`src/rtl/rst_seq_pkg.sv`:
```
// Shared definitions for the reset sequencer: FSM state encoding, counter sizing
// and parameter legality.
package rst_seq_pkg;

    typedef enum logic [1:0] {
        StIdle    = 2'd0,
        StAssert  = 2'd1,
        StWaitRdy = 2'd2,
        StGap     = 2'd3
    } seq_state_e;

    function automatic int unsigned max3(input int unsigned a, input int unsigned b,
                                         input int unsigned c);
        int unsigned m;
        m = (a > b) ? a : b;
        return (m > c) ? m : c;
    endfunction

    // One spare bit so the phase counter can never wrap before its compare hits.
    function automatic int unsigned cnt_width(input int unsigned hold_cycles,
                                              input int unsigned stage_gap,
                                              input int unsigned ready_timeout);
        return $clog2(max3(hold_cycles, stage_gap, ready_timeout)) + 1;
    endfunction

    function automatic int unsigned idx_width(input int unsigned num_stages);
        return (num_stages > 1) ? $clog2(num_stages) : 1;
    endfunction

    function automatic bit params_legal(input int unsigned num_stages,
                                        input int unsigned hold_cycles,
                                        input int unsigned stage_gap,
                                        input int unsigned ready_timeout);
        return (num_stages >= 1) && (num_stages <= 8) && (hold_cycles >= 1) &&
               (stage_gap >= 1) && (ready_timeout >= 1);
    endfunction

endpackage

```
`src/rtl/reset_sequencer_if.sv`:
```
// Request/acknowledge and status bundle between the reset sequencer and the
// domains it controls.
interface reset_sequencer_if #(
    parameter int unsigned NUM_STAGES = 3
);

    logic                  rst_req;
    logic [NUM_STAGES-1:0] stage_ready;
    logic [NUM_STAGES-1:0] stage_rst;
    logic                  seq_busy;
    logic                  seq_done;
    logic [NUM_STAGES-1:0] timeout_flags;

    modport master (
        input  rst_req,
        input  stage_ready,
        output stage_rst,
        output seq_busy,
        output seq_done,
        output timeout_flags
    );

    modport slave (
        output rst_req,
        output stage_ready,
        input  stage_rst,
        input  seq_busy,
        input  seq_done,
        input  timeout_flags
    );

endinterface

```
`src/rtl/seq_timer.sv`:
```
// Phase counter shared by the hold, ready-wait and gap phases; flags the edge on
// which the selected phase length is reached.
module seq_timer #(
    parameter int unsigned Width = 8
) (
    input  logic             clk,
    input  logic             rst_n,
    input  logic             clr,
    input  logic             en,
    input  logic [Width-1:0] last_val,
    output logic             expired
);

    logic [Width-1:0] cnt_q;
    logic [Width-1:0] cnt_d;

    always_comb begin
        cnt_d = cnt_q;
        if (clr) begin
            cnt_d = '0;
        end else if (en) begin
            cnt_d = cnt_q + Width'(1);
        end
    end

    always_ff @(posedge clk or negedge rst_n) begin
        if (!rst_n) begin
            cnt_q <= '0;
        end else begin
            cnt_q <= cnt_d;
        end
    end

    // last_val is the phase length minus one, so this is high on the N-th edge.
    assign expired = (cnt_q == last_val);

endmodule

```
`src/rtl/reset_sequencer.sv`:
```
// Holds all downstream domains in reset, then releases them one by one in index
// order, each after its ready acknowledge (or a timeout) and a fixed gap.
module reset_sequencer
    import rst_seq_pkg::*;
#(
    parameter int unsigned NUM_STAGES    = 3,
    parameter int unsigned HOLD_CYCLES   = 16,
    parameter int unsigned STAGE_GAP     = 8,
    parameter int unsigned READY_TIMEOUT = 1024
) (
    input  logic                sys_clk,
    input  logic                sys_rst_n,
    reset_sequencer_if.master   bus
);

    localparam int unsigned CW = cnt_width(HOLD_CYCLES, STAGE_GAP, READY_TIMEOUT);
    localparam int unsigned IW = idx_width(NUM_STAGES);

    localparam logic [IW-1:0] LastIdx     = IW'(NUM_STAGES - 1);
    localparam logic [CW-1:0] HoldLast    = CW'(HOLD_CYCLES - 1);
    localparam logic [CW-1:0] GapLast     = CW'(STAGE_GAP - 1);
    localparam logic [CW-1:0] TimeoutLast = CW'(READY_TIMEOUT - 1);

    if (!params_legal(NUM_STAGES, HOLD_CYCLES, STAGE_GAP, READY_TIMEOUT)) begin : g_param_check
        $error("reset_sequencer: illegal parameter combination");
    end

    seq_state_e            state_q, state_d;
    logic [IW-1:0]         idx_q, idx_d;
    logic [NUM_STAGES-1:0] stage_rst_q, stage_rst_d;
    logic [NUM_STAGES-1:0] flags_q, flags_d;
    logic                  busy_q, busy_d;
    logic                  done_q, done_d;

    logic                  timer_clr;
    logic                  timer_en;
    logic [CW-1:0]         timer_last;
    logic                  timer_expired;
    logic                  ready_sel;

    seq_timer #(
        .Width (CW)
    ) u_seq_timer (
        .clk      (sys_clk),
        .rst_n    (sys_rst_n),
        .clr      (timer_clr),
        .en       (timer_en),
        .last_val (timer_last),
        .expired  (timer_expired)
    );

    always_comb begin
        timer_last = '0;
        unique case (state_q)
            StAssert:  timer_last = HoldLast;
            StWaitRdy: timer_last = TimeoutLast;
            StGap:     timer_last = GapLast;
            default:   timer_last = '0;
        endcase
    end

    assign ready_sel = bus.stage_ready[idx_q];

    always_comb begin
        state_d     = state_q;
        idx_d       = idx_q;
        stage_rst_d = stage_rst_q;
        flags_d     = flags_q;
        busy_d      = busy_q;
        done_d      = 1'b0;
        timer_clr   = 1'b0;
        timer_en    = (state_q != StIdle);

        // A new request restarts from any state, even on the would-be done edge.
        if (bus.rst_req) begin
            state_d     = StAssert;
            idx_d       = '0;
            stage_rst_d = '1;
            flags_d     = '0;
            busy_d      = 1'b1;
            timer_clr   = 1'b1;
        end else begin
            unique case (state_q)
                StIdle: begin
                    busy_d = 1'b0;
                end
                StAssert: begin
                    if (timer_expired) begin
                        stage_rst_d[0] = 1'b0;
                        timer_clr      = 1'b1;
                        state_d        = StWaitRdy;
                    end
                end
                StWaitRdy: begin
                    if (ready_sel || timer_expired) begin
                        if (!ready_sel) begin
                            flags_d[idx_q] = 1'b1;
                        end
                        timer_clr = 1'b1;
                        if (idx_q == LastIdx) begin
                            done_d  = 1'b1;
                            busy_d  = 1'b0;
                            state_d = StIdle;
                        end else begin
                            state_d = StGap;
                        end
                    end
                end
                StGap: begin
                    if (timer_expired) begin
                        idx_d              = idx_q + IW'(1);
                        stage_rst_d[idx_d] = 1'b0;
                        timer_clr          = 1'b1;
                        state_d            = StWaitRdy;
                    end
                end
                default: begin
                    state_d = StIdle;
                end
            endcase
        end
    end

    always_ff @(posedge sys_clk or negedge sys_rst_n) begin
        if (!sys_rst_n) begin
            state_q     <= StAssert;
            idx_q       <= '0;
            stage_rst_q <= '1;
            flags_q     <= '0;
            busy_q      <= 1'b1;
            done_q      <= 1'b0;
        end else begin
            state_q     <= state_d;
            idx_q       <= idx_d;
            stage_rst_q <= stage_rst_d;
            flags_q     <= flags_d;
            busy_q      <= busy_d;
            done_q      <= done_d;
        end
    end

    assign bus.stage_rst     = stage_rst_q;
    assign bus.seq_busy      = busy_q;
    assign bus.seq_done      = done_q;
    assign bus.timeout_flags = flags_q;

endmodule
```
`src/flat_wrapper.sv`:
```
// flat-port wrapper written by rule: the top's interface ports become plain ports
module reset_sequencer_flat import rst_seq_pkg::*;
#(
    parameter int unsigned NUM_STAGES    = 3,
    parameter int unsigned HOLD_CYCLES   = 16,
    parameter int unsigned STAGE_GAP     = 8,
    parameter int unsigned READY_TIMEOUT = 1024
)
  (sys_clk, sys_rst_n, bus_rst_req, bus_stage_ready, bus_stage_rst, bus_seq_busy, bus_seq_done, bus_timeout_flags);
  reset_sequencer_if #(.NUM_STAGES(NUM_STAGES)) bus_i ();
  input  logic sys_clk;
  input  logic sys_rst_n;
  input wire logic [$bits(bus_i.rst_req)-1:0] bus_rst_req;
  input wire logic [$bits(bus_i.stage_ready)-1:0] bus_stage_ready;
  output wire logic [$bits(bus_i.stage_rst)-1:0] bus_stage_rst;
  output wire logic [$bits(bus_i.seq_busy)-1:0] bus_seq_busy;
  output wire logic [$bits(bus_i.seq_done)-1:0] bus_seq_done;
  output wire logic [$bits(bus_i.timeout_flags)-1:0] bus_timeout_flags;
  assign bus_i.rst_req = bus_rst_req;
  assign bus_i.stage_ready = bus_stage_ready;
  assign bus_stage_rst = bus_i.stage_rst;
  assign bus_seq_busy = bus_i.seq_busy;
  assign bus_seq_done = bus_i.seq_done;
  assign bus_timeout_flags = bus_i.timeout_flags;
  reset_sequencer #(.NUM_STAGES(NUM_STAGES), .HOLD_CYCLES(HOLD_CYCLES), .STAGE_GAP(STAGE_GAP), .READY_TIMEOUT(READY_TIMEOUT)) u_core (.sys_clk(sys_clk), .sys_rst_n(sys_rst_n), .bus(bus_i));
endmodule
```
`config.mk`:
```
export PLATFORM = sky130hd
export DESIGN_NAME = reset_sequencer_flat
export DESIGN_NICKNAME = d
export VERILOG_FILES = /design/src/rtl/rst_seq_pkg.sv /design/src/rtl/reset_sequencer_if.sv /design/src/rtl/seq_timer.sv /design/src/rtl/reset_sequencer.sv /design/src/flat_wrapper.sv
export SDC_FILE = /design/constraint.sdc
export NUM_CORES = 1
export LEC_CHECK = 0
export CAP_MARGIN = 10
export CORE_MARGIN = 5
export CORE_UTILIZATION = 35
export DETAILED_ROUTE_END_ITERATION = 16
export GPL_TIMING_DRIVEN = 0
export PLACE_DENSITY_LB_ADDON = 0.05
export SETUP_SLACK_MARGIN = 0.5
export SLEW_MARGIN = 20
export SYNTH_ARGS = -nofsm -noshare
export SYNTH_HDL_FRONTEND = slang
export SYNTH_SLANG_ARGS = --single-unit
```
`constraint.sdc`:
```
create_clock -name sys_clk -period 4.7 [get_ports sys_clk]
set_input_delay 0.94 -clock sys_clk [delete_from_list [all_inputs] [get_ports sys_clk]]
set_output_delay 0.94 -clock sys_clk [all_outputs]
set_load 0.01 [all_outputs]
```
# Word-level counts from Yosys, hierarchy flattened
# Cells that the tools add are included.
# classes
magnitude_cmp,4
reduce_logical,19
mux,38
bitwise,3
addsub,2
n_eq_ne,11
# ops
op,n
$pmux 10 s3,1
$mux 11,2
$mux 3,6
$mux 2,8
$mux 1,14
$ne 3x2->1 const B,4
$reduce_and 3->1,4
$reduce_bool 2->1,6
$add 11x1->11 const B,1
$eq 11x11->1,1
$reduce_bool 3->1,3
$eq 2x2->1 const B,3
$lt 2x3->1 const B,2
$pmux 1 s2,3
$demux 1 s2,2
$ge 2x1->1 const B,2
$pmux 2 s2,1
$and 3x3->3,1
$ne 3x1->1 const B,1
$not 3->3,1
$or 3x3->3,1
$add 2x1->2 const B,1
$bmux 1 s2,1
$eq 2x1->1 const B,1
6 further kinds,7
# word_totals
inputBits,6
output_inout_bits,8
register_bits,23

# Longest topological paths before layout
# Gate-level depths: netlist of the first run.
# depth
word_depth,10
ltp_mapped,9

# Cells and area by module
# Synthesis of the first run repeated with hierarchy kept, for this count alone.
# hier_totals
cells_unflattened,140
area_unflattened_um2,1427.6
# by_module_without_submodules
mod,n_inst,area_each_um2,cells_each
reset_sequencer,1,753.2,71
seq_timer,1,674.4,69

# Worst setup path before layout of the first run
# No wires, ideal clock.
# synth_path
kind,input-to-reg
from,input bus_stage_ready[2]
to,register u_core.u_seq_timer.cnt_q[2]
arrival_ps,2138
cell_stages,6
setup_slack_ps,2499
path_buffers,1
setup_ps,63
t_required_ps,4637
path_cell_list,mux2_1 -> a21oi_2 -> a21bo_1 -> a31oi_1 -> buf_2 -> and2_4
# synth_between
elab_chain_cells,7
# synth_lines
element,line_no,rtl
start: declaration,flat_wrapper.sv:14,input wire logic [$bits(bus_i.stage_ready)-1:0] bus_stage_ready;
$bmux 1 s2 (*),reset_sequencer.sv:62,assign ready_sel = bus.stage_ready[idx_q];
$mux 1 (not written as such) (*),reset_sequencer.sv:62,
$logic_or 1x1->1 (*),reset_sequencer.sv:95,if (ready_sel || timer_expired) begin
$mux 1 (*),reset_sequencer.sv:95,
$pmux 1 s2 (*),reset_sequencer.sv:83,unique case (state_q)
$mux 1 (*),reset_sequencer.sv:75,if (bus.rst_req) begin
$mux 11 / $reduce_bool 2->1 (equally long branches),--,
end signal: assignment,seq_timer.sv:30,cnt_q <= cnt_d;
end: declaration,seq_timer.sv:14,logic [Width-1:0] cnt_q;
# Mark *: on every way between the ends. The rest lies on a longest branch, timed or not. The select of a mux whose other input is x is not followed.
# A chain may end at the register's enable or synchronous reset.

# Worst setup path in the final report of the first run
# Same ends and word-level chain as after synthesis.

==> metrics.md, run 1 <==
| Metric | Value |
|---|---|
| IO Count | 14 |
| Number of global-route vias before repair | between 1,000 and 1,500 |
| Worst setup path startpoint | bus_stage_ready[2] |
| Number of nets still failing antenna checks after routing | 0 |
| Number of max-cap violations | 0 |
| Post-Route WL | 2870 um |
| Worst slew pin tran | roughly 530 ps |
| Pre-CTS setup slack | 1880 ps |
| Overall power after layout | 0.351 mW |
| Peak supply drop | between 0.00007 and 0.00008 V |
| Final core utilization | a little over two fifths |
| Final HPWL from detailed placement | about 2100 um |
| Area added between synthesis and finish | 16.3% |
| Total number of clock tree sinks | 23 |
| Relative slew margins | between 60 and 70% |
| Number of DRC markers in iteration 0 | 26 |
| Maximum clock frequency | about 0.39 GHz |
| Total count of hold-check failures in the final report | 0 |
| TritonCTS Buffers | 3 |
| Post-CTS Setup Inserts | 0 |
| Number of instances in the synthesized netlist | about 140 |
| Sequential-to-total area share from yosys stat | 40.8% |
| Detailed-route wire length on metal 1 | 1520 um |
| Die X | between 70 and 80 um |
| Class of the most critical hold timing path | flip-flop to flip-flop |
| Required time at the worst-slack endpoint | roughly 5000 ps |
| CTS tree | built |
| Clock edge transition at the registers on the reported setup and hold paths | roughly 80 ps |
| Unrepaired setup endpoints after global routing | false |
| Flip-flop and latch count after synthesis | 23 |
| Synth Area in Adders | about 9.6% |
| Met2 wire length | around 1200 um |
| Port bufs | 13 |
| Startpoint types | input pin |
| Maximum clock insertion buffer count | 2 |
| Outcome | complete, no violations |
| Post-layout worst setup margin | around 2200 ps |
| Routed wire length per instance | around 14 um |
| Clock insertion delay at the later pin of the skew report | about 260 ps |
| Power per Cell Area | approximately 210 nW/um^2 |
| Met3 routed wirelength | slightly above 90 um |
| Highest routed metal layer | met4 |
| Cts hold-fix bufs | 0 |
| Antenna violations before repair | 0 |
| Leak pwr | 0.706 nW |
| Yosys warns | 0 |
| FILL cells | ~380 |
| Maximum number of pins on one net before global-route repair | 24 |
| Post-synthesis simple-gate area fraction | 21.6% |
| Count of cells along the worst register-to-register path | 9 |
| Most frequent cell after synthesis | sky130_fd_sc_hd__dfrtp_1 |
| Highest net fanout along the worst path | 10 |
| Clock Root Buffer | sky130_fd_sc_hd__clkbuf_8 |
| Count of TritonRoute iterations in the first routing pass | 4 |
| Largest family of logic cells by synthesized area | simple AND/OR/NAND/NOR gates |
| Endpoint of the worst-slack reg-to-reg timing path | u_core.u_seq_timer.cnt_q[2] |
| Number of endpoints failing setup at the final stage | 0 |
| XOR/XNOR Fraction of Synth Area | ~8% |
| Distinct cells, synth | between 40 and 50 |
| Beginning of the worst register-to-register path | u_core.state_q[0] |
| Share of flip-flops with an asynchronous set or reset | between 90% and 100% |
| Number of cells after detailed placement | 202 |
| Compound-gate portion of the synthesized area | between 10% and 20% |
| Overflow left after global routing | 0 |
| Cell row count | 23 |
| Total Negative Setup Slacks | 0 ps |
| Area of the core region | about 4000 um^2 |
| Number of remaining DRC errors | 0 |
| Final Critical Period | about 2500 ps |
| Number of slew-limit violations in the final report | 0 |
| Worst setup skew after layout | 4.88 ps |
| Reg2Reg Setup Slack | between 2000 and 2500 ps |
| Post-synth EDFFs | 0 |
| Global-route wire length before repair | roughly 5000 um |
| Number of nets produced by synthesis | between 150 and 200 |
| Biggest area consumer among synthesized cells | sky130_fd_sc_hd__dfrtp_1 |
| Total via count after detailed routing | 1,026 |
| Total Die Area | roughly 5500 um^2 |
| Vias per cell | 4.98 |
| Final instance count without filler cells | a little over 200 |
| List of most frequent post-synthesis cells | sky130_fd_sc_hd__dfrtp_1 (18), sky130_fd_sc_hd__ha_1 (11), sky130_fd_sc_hd__and2_1 (10), sky130_fd_sc_hd__xnor2_1 (10), sky130_fd_sc_hd__inv_1 (9) |
| Worst EP arrival | roughly 2700 ps |
| Global placer's final weighted congestion | between 0.8 and 0.9 |
| Share of cell area taken by muxes after synthesis | ~2.2% |
| Worst Setup Path Type | input pin to flip-flop |
| Fraction of final layout cells sized beyond drive strength 1 | 14.7% |
| Crit share post-route | 53.9% |
| Cells resized by post-CTS repair | 0 |
| Initial Util | 35.9% |
| Primary flip-flop cell chosen by synthesis mapping | sky130_fd_sc_hd__dfrtp_1 |
| Nature of the critical path endpoint | flip-flop |
| Leading post-synthesis cells by cell area | sky130_fd_sc_hd__dfrtp_1 (32%), sky130_fd_sc_hd__ha_1 (9.6%), sky130_fd_sc_hd__dfstp_2 (9.2%), sky130_fd_sc_hd__xnor2_1 (6.1%), sky130_fd_sc_hd__and2_1 (4.4%) |
| Die Y | around 74 um |
| Share of the synthesized area in the top cell type | between 30% and 40% |
| Mean instance size in the synthesized netlist | 10.3 um^2 |
| Antenna Cells | 0 |
| GRT Resource Usage Total | about an eighth |
| Destination of the critical timing path | u_core.u_seq_timer.cnt_q[2] |
| Combined area of all synthesized cells | approximately 1400 um^2 |
| Number of nets in the layout | 174 |
| H-tree lvl count | 1 |
critical path, stage by stage:
cell and delay, ps:
sky130_fd_sc_hd__clkdlybuf4s50_1 400, sky130_fd_sc_hd__mux2_1 310, sky130_fd_sc_hd__a21oi_2 280, sky130_fd_sc_hd__a21bo_1 240
sky130_fd_sc_hd__a31oi_1 170, sky130_fd_sc_hd__buf_2 230, sky130_fd_sc_hd__and2_4 150
how the worst min path moves through the flow:
stage | from | end | depth (start not counted)
2_1_floorplan | u_core.bus.stage_rst[0] | u_core.bus.stage_rst[0] | 2
3_3_place_gp | u_core.bus.stage_rst[2] | u_core.bus.stage_rst[2] | 2
3_5_place_dp | u_core.bus.stage_rst[0] | u_core.bus.stage_rst[0] | 2
4_1_cts | u_core.bus.stage_rst[0] | u_core.bus.stage_rst[0] | 2
5_1_grt | u_core.bus.stage_rst[0] | u_core.bus.stage_rst[0] | 2
6_report | u_core.bus.stage_rst[0] | u_core.bus.stage_rst[0] | 2
state kept, by name, indices dropped and copies added, names as in the netlist:
name	count
u_core.bus.timeout_flags	3
u_core.bus.stage_rst	3
u_core.bus.seq_busy	1
u_core.u_seq_timer.cnt_q	11
u_core.idx_q	2
u_core.bus.seq_done	1
u_core.state_q	2
area by class of cell:
type	count	area (um^2)	area share [%]
Timing Repair Buffer	13	125	7.54
Buffer	4	21.3	1.28
Multi-Input combinational cell	102	787	47.4
Sequential cell	23	582	35.0
Inverter	10	37.5	2.26
Clock buffer	4	45.0	2.71
Tap cell	50	62.6	3.77
cells by family after synthesis:
kind of cell | Yosys count
buffers and inverters | 14
muxes | 3
and+or+nand+nor | 52
xor gates and xnor gates | 13
DFF | 23
adders and majority gates | 11
AOI/OAI and AO/OA | 23
per-layer routing:
| metal | vias up | global-route usage, % |
|---|---|---|
| li1 | 513 | - |
| met1 | 497 | 18.6 |
| met2 | 14 | 16.3 |
| met3 | 2 | 2.46 |
| met4 | 0 | 3.02 |
| met5 | - | 0 |
through the flow:
stage	hold slack [ps]	cell area, um^2
2_1_floorplan	487	1430
3_3_place_gp	478	1620
3_5_place_dp	482	1620
4_1_cts	496	1670
5_1_grt	516	1660
6_report	491	1660
cell usage in the layout (no fill, tap or decap), drive strengths merged, types with 2 or more instances in the layout:
master          n
buf             4
o21ai           2
ha             11
nand2           8
clkdlybuf4s50  12
or2             3
nand4           4
a21oi           5
nor3            3
clkbuf          5
dfrtp          18
and3            2
nand3           4
inv            10
xor2            3
nor2            8
a31oi           5
and2           12
a22o            2
xnor2          10
dfstp           5
mux2i           2
report_power, final:
part / internal [mW] / switching (mW)
Sequential: 0.200 / 0.00329
Combinational: 0.0110 / 0.0133
Clock: 0.0604 / 0.0628
Note: power is estimated with default switching activity, not from simulation.
==> run 2, diff against run 1 <==
==> constraint.sdc (replaced) <==
create_clock -name sys_clk -period 2.6 [get_ports sys_clk]
set_input_delay 0.52 -clock sys_clk [delete_from_list [all_inputs] [get_ports sys_clk]]
set_output_delay 0.52 -clock sys_clk [all_outputs]
set_load 0.01 [all_outputs]
==> metrics.md, run 2 (synthesis gave the netlist of run 1 again) <==
| Metric | Value |
|---|---|
| Outcome | complete, no violations |
| Clock Root Buffer | sky130_fd_sc_hd__clkbuf_8 |
| Count of TritonRoute iterations in the first routing pass | 4 (unchanged) |
| Worst slew pin tran | 527 ps (-8.19 ps) |
| Sw Pwr | 0.153 mW (+92%) |
| Number of max-cap violations | 0 (unchanged) |
| CTS tree | built |
| Final HPWL from detailed placement | 2150 um (unchanged) |
| Maximum clock frequency | roughly 0.47 GHz |
| Beginning of the worst register-to-register path | u_core.state_q[0] |
| TritonCTS Buffers | 3 (unchanged) |
| Global-route wire length before repair | 5400 um (+7.3%) |
| CP cell instances | inv_2, ha_2, or3_4, a22oi_4, a41o_1, a31oi_4, buf_6, and2_4 |
| Count of cells along the worst register-to-register path | 8 (-1) |
| Fraction of final layout cells sized beyond drive strength 1 | 32.2% (+17 points) |
| Crit share post-route | about four fifths |
| Routed wire length per instance | 14.4 um (+3.1%) |
| Die Y | 73.9 um (unchanged) |
| Number of global-route vias before repair | 1,106 (+7.4%) |
| Final core utilization | 47.2% (+5.4 points) |
| Combinational share of power | 8.5% (+1.6 points) |
| Destination of the critical timing path | u_core.u_seq_timer.cnt_q[2] |
| Commonest cells after routing, fill and taps aside | sky130_fd_sc_hd__dfrtp_1 (18), sky130_fd_sc_hd__buf_4 (14), sky130_fd_sc_hd__clkdlybuf4s50_1 (12), sky130_fd_sc_hd__xnor2_1 (10), sky130_fd_sc_hd__ha_1 (9) |
| Storage cell area | 582 um^2 (unchanged) |
| Vias per cell | 4.99 (+0.12%) |
| Clock edge transition at the registers on the reported setup and hold paths | 80 ps (about the same) |
| Leading cell type in the layout, fill and taps excluded | sky130_fd_sc_hd__dfrtp_1 |
| Nature of the critical path endpoint | flip-flop |
| Number of nets still failing antenna checks after routing | 0 (unchanged) |
| FILL cells | 364 (-5.2%) |
| Port bufs | 13 (unchanged) |
| Kind of cell adding the most delay to the critical path | compound AO/OA/AOI/OAI gates |
| Relative slew margins | 64.9% (+0.55 points) |
| Worst setup path startpoint | u_core.state_q[0] |
| Clock insertion delay at the later pin of the skew report | 270 ps (about the same) |
| Power share of the sequential group | 56.6% (-1.3 points) |
| Clock network fraction of design power | 35.0% (about the same) |
| Total Die Area | 5460 um^2 (unchanged) |
| Worst EP arrival | 2280 ps (-460 ps) |
| Overflow left after global routing | 0 (unchanged) |
| Leak pwr | 0.787 nW (+12%) |
| Switching Fraction | 23.5% (+0.86 points) |
| Total stage count of the critical path | 8 (+1) |
| Highest net fanout along the worst path | 5 (-5) |
| Die X | 73.9 um (unchanged) |
| Antenna violations before repair | 0 (unchanged) |
| Reg2Reg Setup Slack | 480 ps (-1850 ps) |
| Total via count after detailed routing | 1,102 (+7.4%) |
| Antenna Cells | 0 (unchanged) |
| Required time at the worst-slack endpoint | 2770 ps (-2140 ps) |
| Number of slew-limit violations in the final report | 0 (unchanged) |
| Number of DRC markers in iteration 0 | 31 (+19%) |
| Power per Cell Area | 347 nW/um^2 (+64%) |
| Maximum number of pins on one net before global-route repair | 24 (unchanged) |
| Area added between synthesis and finish | 31.2% |
| Post-Route WL | 3180 um (+11%) |
| Area of the multi-input gates | 867 um^2 (+10%) |
| Area of the core region | 3970 um^2 (unchanged) |
| Unrepaired setup endpoints after global routing | true |
| Global placer's final weighted congestion | 0.817 (unchanged) |
| GRT Resource Usage Total | 12.8% (+0.93 points) |
| Worst Setup Path Type | flip-flop to flip-flop |
| Startpoint types | flip-flop |
| Class of the most critical hold timing path | input pin to asynchronous set/reset pin |
| IO Count | 14 (unchanged) |
| Total count of hold-check failures in the final report | 0 (unchanged) |
| H-tree lvl count | 1 (unchanged) |
| Final Critical Period | approximately 2100 ps |
| CP peak stage delay | 550 ps (+150 ps) |
| Internal power | 0.498 mW (+83%) |
| Total buffers and inverters traversed by the critical path | 2 (unchanged) |
| Endpoint of the worst-slack reg-to-reg timing path | u_core.u_seq_timer.cnt_q[2] |
| Maximum clock insertion buffer count | 2 (unchanged) |
| Initial Util | 35.9% (unchanged) |
| Number of remaining DRC errors | 0 (unchanged) |
| Cts hold-fix bufs | 0 (unchanged) |
| Critical path's slowest cell | sky130_fd_sc_hd__dfstp_2 |
| Number of endpoints failing setup at the final stage | 0 (unchanged) |
| Peak supply drop | 0.000138 V (+82%) |
| Cell row count | 23 (unchanged) |
| Max reg flops | 11 (unchanged) |
| Number of nets in the layout | 189 (+8.6%) |
| Total Negative Setup Slacks | 0 ps (unchanged) |
| Total number of clock tree sinks | 23 (unchanged) |
| Biggest register | u_core.u_seq_timer.cnt_q |
| Worst setup skew after layout | 3.58 ps (-1.31 ps) |
-- run 2: how the worst min path moves through the flow --
stage	slack (ps)	cells past startpoint	from	to
floorplan	220	0	sys_rst_n	u_core.bus.seq_done
global placement	480	2	u_core.bus.stage_rst[2]	u_core.bus.stage_rst[2]
detailed placement	480	2	u_core.bus.stage_rst[0]	u_core.bus.stage_rst[0]
CTS	500	2	u_core.bus.stage_rst[0]	u_core.bus.stage_rst[0]
global route	270	1	sys_rst_n	u_core.idx_q[0]
finish	210	1	sys_rst_n	u_core.bus.timeout_flags[1]
-- run 2: timing repair --
action	in CTS	in global routing
setup buffers	11	3
cloned	1	0
endpoints found under the setup margin	18	17
hold endpoints to repair	0	0
pin swaps	5	6
gates resized for setup	20	11
-- run 2: metrics by stage --
step | worst slack (ps) | total power [mW] | instances | cell area [um^2] | hold slack [ps]
3_3_place_gp | 191 | 0.420 | 202 | 1620 | 478
5_1_grt | 413 | 0.689 | 221 | 1870 | 267
2_1_floorplan | 501 | 0.398 | 139 | 1430 | 224
4_1_cts | 472 | 0.667 | 218 | 1820 | 496
6_report | 484 | 0.650 | 221 | 1870 | 211
3_5_place_dp | 205 | 0.420 | 202 | 1620 | 482
-- run 2: power groups by stage --
stage          clock network [mW]  registers (mW)  logic [mW]
2_1_floorplan                   0           0.373      0.0254
3_3_place_gp                    0           0.374      0.0454
3_5_place_dp                    0           0.374      0.0460
4_1_cts                     0.244           0.368      0.0545
5_1_grt                     0.259           0.369      0.0609
6_report                    0.228           0.368      0.0551
-- run 2: final cells by class --
type / count / share of cell area (%)
Inverter: 10 / 2.00
Timing Repair Buffer: 28 / 12.9
Multi-Input combinational cell: 102 / 46.3
Buffer: 4 / 2.00
Tap cell: 50 / 3.34
Clock buffer: 4 / 2.40
Sequential cell: 23 / 31.1
-- run 2: per-layer routing --
| layer | up-vias | part of all wire [%] | global-route usage [%] |
|---|---|---|---|
| li1 | 549 | - | - |
| met1 | 533 | 52 | 20.0 |
| met2 | 16 | 43 | 18.0 |
| met3 | 4 | 3.5 | 2.46 |
| met4 | 0 | 0.79 | 3.02 |
| met5 | - | 0 | 0 |
==> run 3, diff against run 2 <==
==> constraint.sdc (replaced) <==
create_clock -name sys_clk -period 2.2 [get_ports sys_clk]
set_input_delay 0.44 -clock sys_clk [delete_from_list [all_inputs] [get_ports sys_clk]]
set_output_delay 0.44 -clock sys_clk [all_outputs]
set_load 0.01 [all_outputs]
==> metrics.md, run 3 (synthesis gave the netlist of run 1 again) <==
| Metric | Value |
|---|---|
| Initial Util | 35.9% (unchanged) |
| TritonCTS Buffers | 3 (unchanged) |
| Clock edge transition at the registers on the reported setup and hold paths | 80 ps (about the same) |
| Number of nets in the layout | 190 (+0.53%) |
| Commonest cells after routing, fill and taps aside | sky130_fd_sc_hd__dfrtp_1 (17), sky130_fd_sc_hd__xnor2_1 (10), sky130_fd_sc_hd__buf_4 (10), sky130_fd_sc_hd__ha_1 (9) |
| Pre-CTS setup slack | -135 ps (-340 ps) |
| Clock Root Buffer | sky130_fd_sc_hd__clkbuf_8 |
| Clock insertion delay at the later pin of the skew report | 260 ps (about the same) |
| Maximum number of pins on one net before global-route repair | 24 (unchanged) |
| Final HPWL from detailed placement | 2220 um (+3.2%) |
| Number of slew-limit violations in the final report | 0 (unchanged) |
| Area added between synthesis and finish | 34.7% |
| Unrepaired setup endpoints after global routing | true |
| Total Negative Setup Slacks | 0 ps (unchanged) |
| Maximum clock insertion buffer count | 2 (unchanged) |
| Worst setup skew after layout | 3.90 ps (+0.323 ps) |
| Fraction of final layout cells sized beyond drive strength 1 | 33.1% (+0.98 points) |
| Peak supply drop | 0.000153 V (+11%) |
| H-tree lvl count | 1 (unchanged) |
| Highest net fanout along the worst path | 5 (unchanged) |
| Worst slew pin tran | 569 ps (+42.2 ps) |
| Overflow left after global routing | 0 (unchanged) |
| Die X | 73.9 um (unchanged) |
| Die Y | 73.9 um (unchanged) |
| Port bufs | 13 (unchanged) |
| Hold slack | 137 ps (-74.0 ps) |
| Antenna violations before repair | 0 (unchanged) |
| Antenna Cells | 0 (unchanged) |
| Global-route wire length before repair | 5690 um (+5.5%) |
| Relative slew margins | 62.1% (-2.8 points) |
| Max reg flops | 11 (unchanged) |
| Worst EP arrival | 2310 ps (+30 ps) |
| Cell row count | 23 (unchanged) |
| GRT Resource Usage Total | 13.7% (+0.85 points) |
| Number of DRC markers in iteration 0 | 14 (-55%) |
| Biggest register | u_core.u_seq_timer.cnt_q |
| Count of TritonRoute iterations in the first routing pass | 3 (-1) |
| Number of max-cap violations | 0 (unchanged) |
| Area of the core region | 3970 um^2 (unchanged) |
| Total number of clock tree sinks | 23 (unchanged) |
| Total via count after detailed routing | 1,097 (-0.45%) |
| Number of nets still failing antenna checks after routing | 0 (unchanged) |
| Total count of hold-check failures in the final report | 0 (unchanged) |
| Required time at the worst-slack endpoint | 2410 ps (-360 ps) |
| Crit share post-route | 95.7% (+14 points) |
| Cts hold-fix bufs | 0 (unchanged) |
| Vias per cell | 4.94 (-0.90%) |
| Class of the most critical hold timing path | input pin to asynchronous set/reset pin |
| Final Critical Period | 2100 ps (-11.7 ps) |
| Post-layout worst setup margin | 95.4 ps (-388 ps) |
| CTS tree | built |
| Global placer's final weighted congestion | 0.731 (-10%) |
| Post-Route WL | 3220 um (+1.2%) |
| Maximum clock frequency | 0.475 GHz (+0.56%) |
| Reg2Reg Setup Slack | 100 ps (-390 ps) |
| Nature of the critical path endpoint | flip-flop |
| Number of remaining DRC errors | 0 (unchanged) |
| Number of endpoints failing setup at the final stage | 0 (unchanged) |
| Startpoint types | flip-flop |
| Number of global-route vias before repair | 1,174 (+6.1%) |
| Power per Cell Area | 397 nW/um^2 (+14%) |
| Worst Setup Path Type | flip-flop to flip-flop |
| IO Count | 14 (unchanged) |
| Overall power after layout | 0.764 mW (+18%) |
| Total Die Area | 5460 um^2 (unchanged) |
| Leading cell type in the layout, fill and taps excluded | sky130_fd_sc_hd__dfrtp_1 |
| Outcome | complete, no violations |
| Leak pwr | 0.789 nW (+0.24%) |
| Routed wire length per instance | 14.5 um (+0.71%) |
## run 3: changes by cell type in the layout (fill, tap and decap cells not counted), moves of 2 or more
cell,before,now
sky130_fd_sc_hd__and2_4,6,4
sky130_fd_sc_hd__a21oi_1,3,1
sky130_fd_sc_hd__dlygate4sd2_1,0,4
sky130_fd_sc_hd__a21oi_2,1,3
sky130_fd_sc_hd__clkdlybuf4s50_1,12,8
sky130_fd_sc_hd__and2_1,6,8
sky130_fd_sc_hd__inv_2,4,2
sky130_fd_sc_hd__buf_4,14,10
sky130_fd_sc_hd__buf_6,4,8
## run 3: layout make-up
class,count,area [um^2]
repair buffers,29,256
clock buffers,4,45.0
flip-flops and latches,23,583
well taps,50,62.6
plain buffers,4,37.5
multi-input cells,102,898
inverters,10,40.0
fillers,388,2050
## run 3: power breakdown
part / leakage [nW] / internal (mW) / switching (mW)
Clock: 0.0228 / 0.129 / 0.135
Sequential: 0.300 / 0.427 / 0.00694
Combinational: 0.467 / 0.0310 / 0.0346
## run 3: what timing repair did
item / in CTS / in global routing
setup endpoints to repair: 27 / 23
hold endpoints to repair: 0 / 0
cloned: 2 / 0
buffers inserted: 12 / 2
resized for setup: 24 / 7
pin swaps: 17 / 12
## run 3: worst paths after layout
| kind | depth (start not counted) | to | startpoint |
|---|---|---|---|
| setup / recovery | 9 | u_core.u_seq_timer.cnt_q[2] | u_core.state_q[0] |
| hold / removal | 1 | u_core.bus.seq_done | sys_rst_n |
| setup reg to reg | 9 | u_core.u_seq_timer.cnt_q[2] | u_core.state_q[0] |
| hold reg to reg | 2 | u_core.bus.stage_rst[0] | u_core.bus.stage_rst[0] |
| max in group asynchronous | 1 | u_core.state_q[1] | sys_rst_n |
| min in group sys_clk | 2 | u_core.bus.stage_rst[0] | u_core.bus.stage_rst[0] |
## run 3: metrics by stage
stage | instances | util (%) | cell area [um^2]
2_1_floorplan | 139 | - | 1470
3_3_place_gp | 202 | 41.8 | 1660
3_5_place_dp | 202 | 41.8 | 1660
4_1_cts | 220 | 47.4 | 1880
5_1_grt | 222 | 48.4 | 1920
6_report | 222 | 48.4 | 1920
## run 3: worst max-delay path, stage by stage, from the launching register on
cell	delay (ps)
sky130_fd_sc_hd__dfstp_2	560
sky130_fd_sc_hd__inv_4	50
sky130_fd_sc_hd__ha_4	150
sky130_fd_sc_hd__buf_6	110
sky130_fd_sc_hd__and2_4	130
sky130_fd_sc_hd__a22o_4	260
sky130_fd_sc_hd__a41o_1	270
sky130_fd_sc_hd__a31oi_4	230
sky130_fd_sc_hd__buf_6	150
sky130_fd_sc_hd__and2_4	120
## run 3: layer usage
metal  routed length (um)  GRT usage [%]  vias to the layer above
met1                 1410           16.8                      534
met4                   46           4.23                        0
met2                 1650           24.3                       14
met5                    0              0                        -
met3                  112           2.19                        5
li1                     -              -                      544
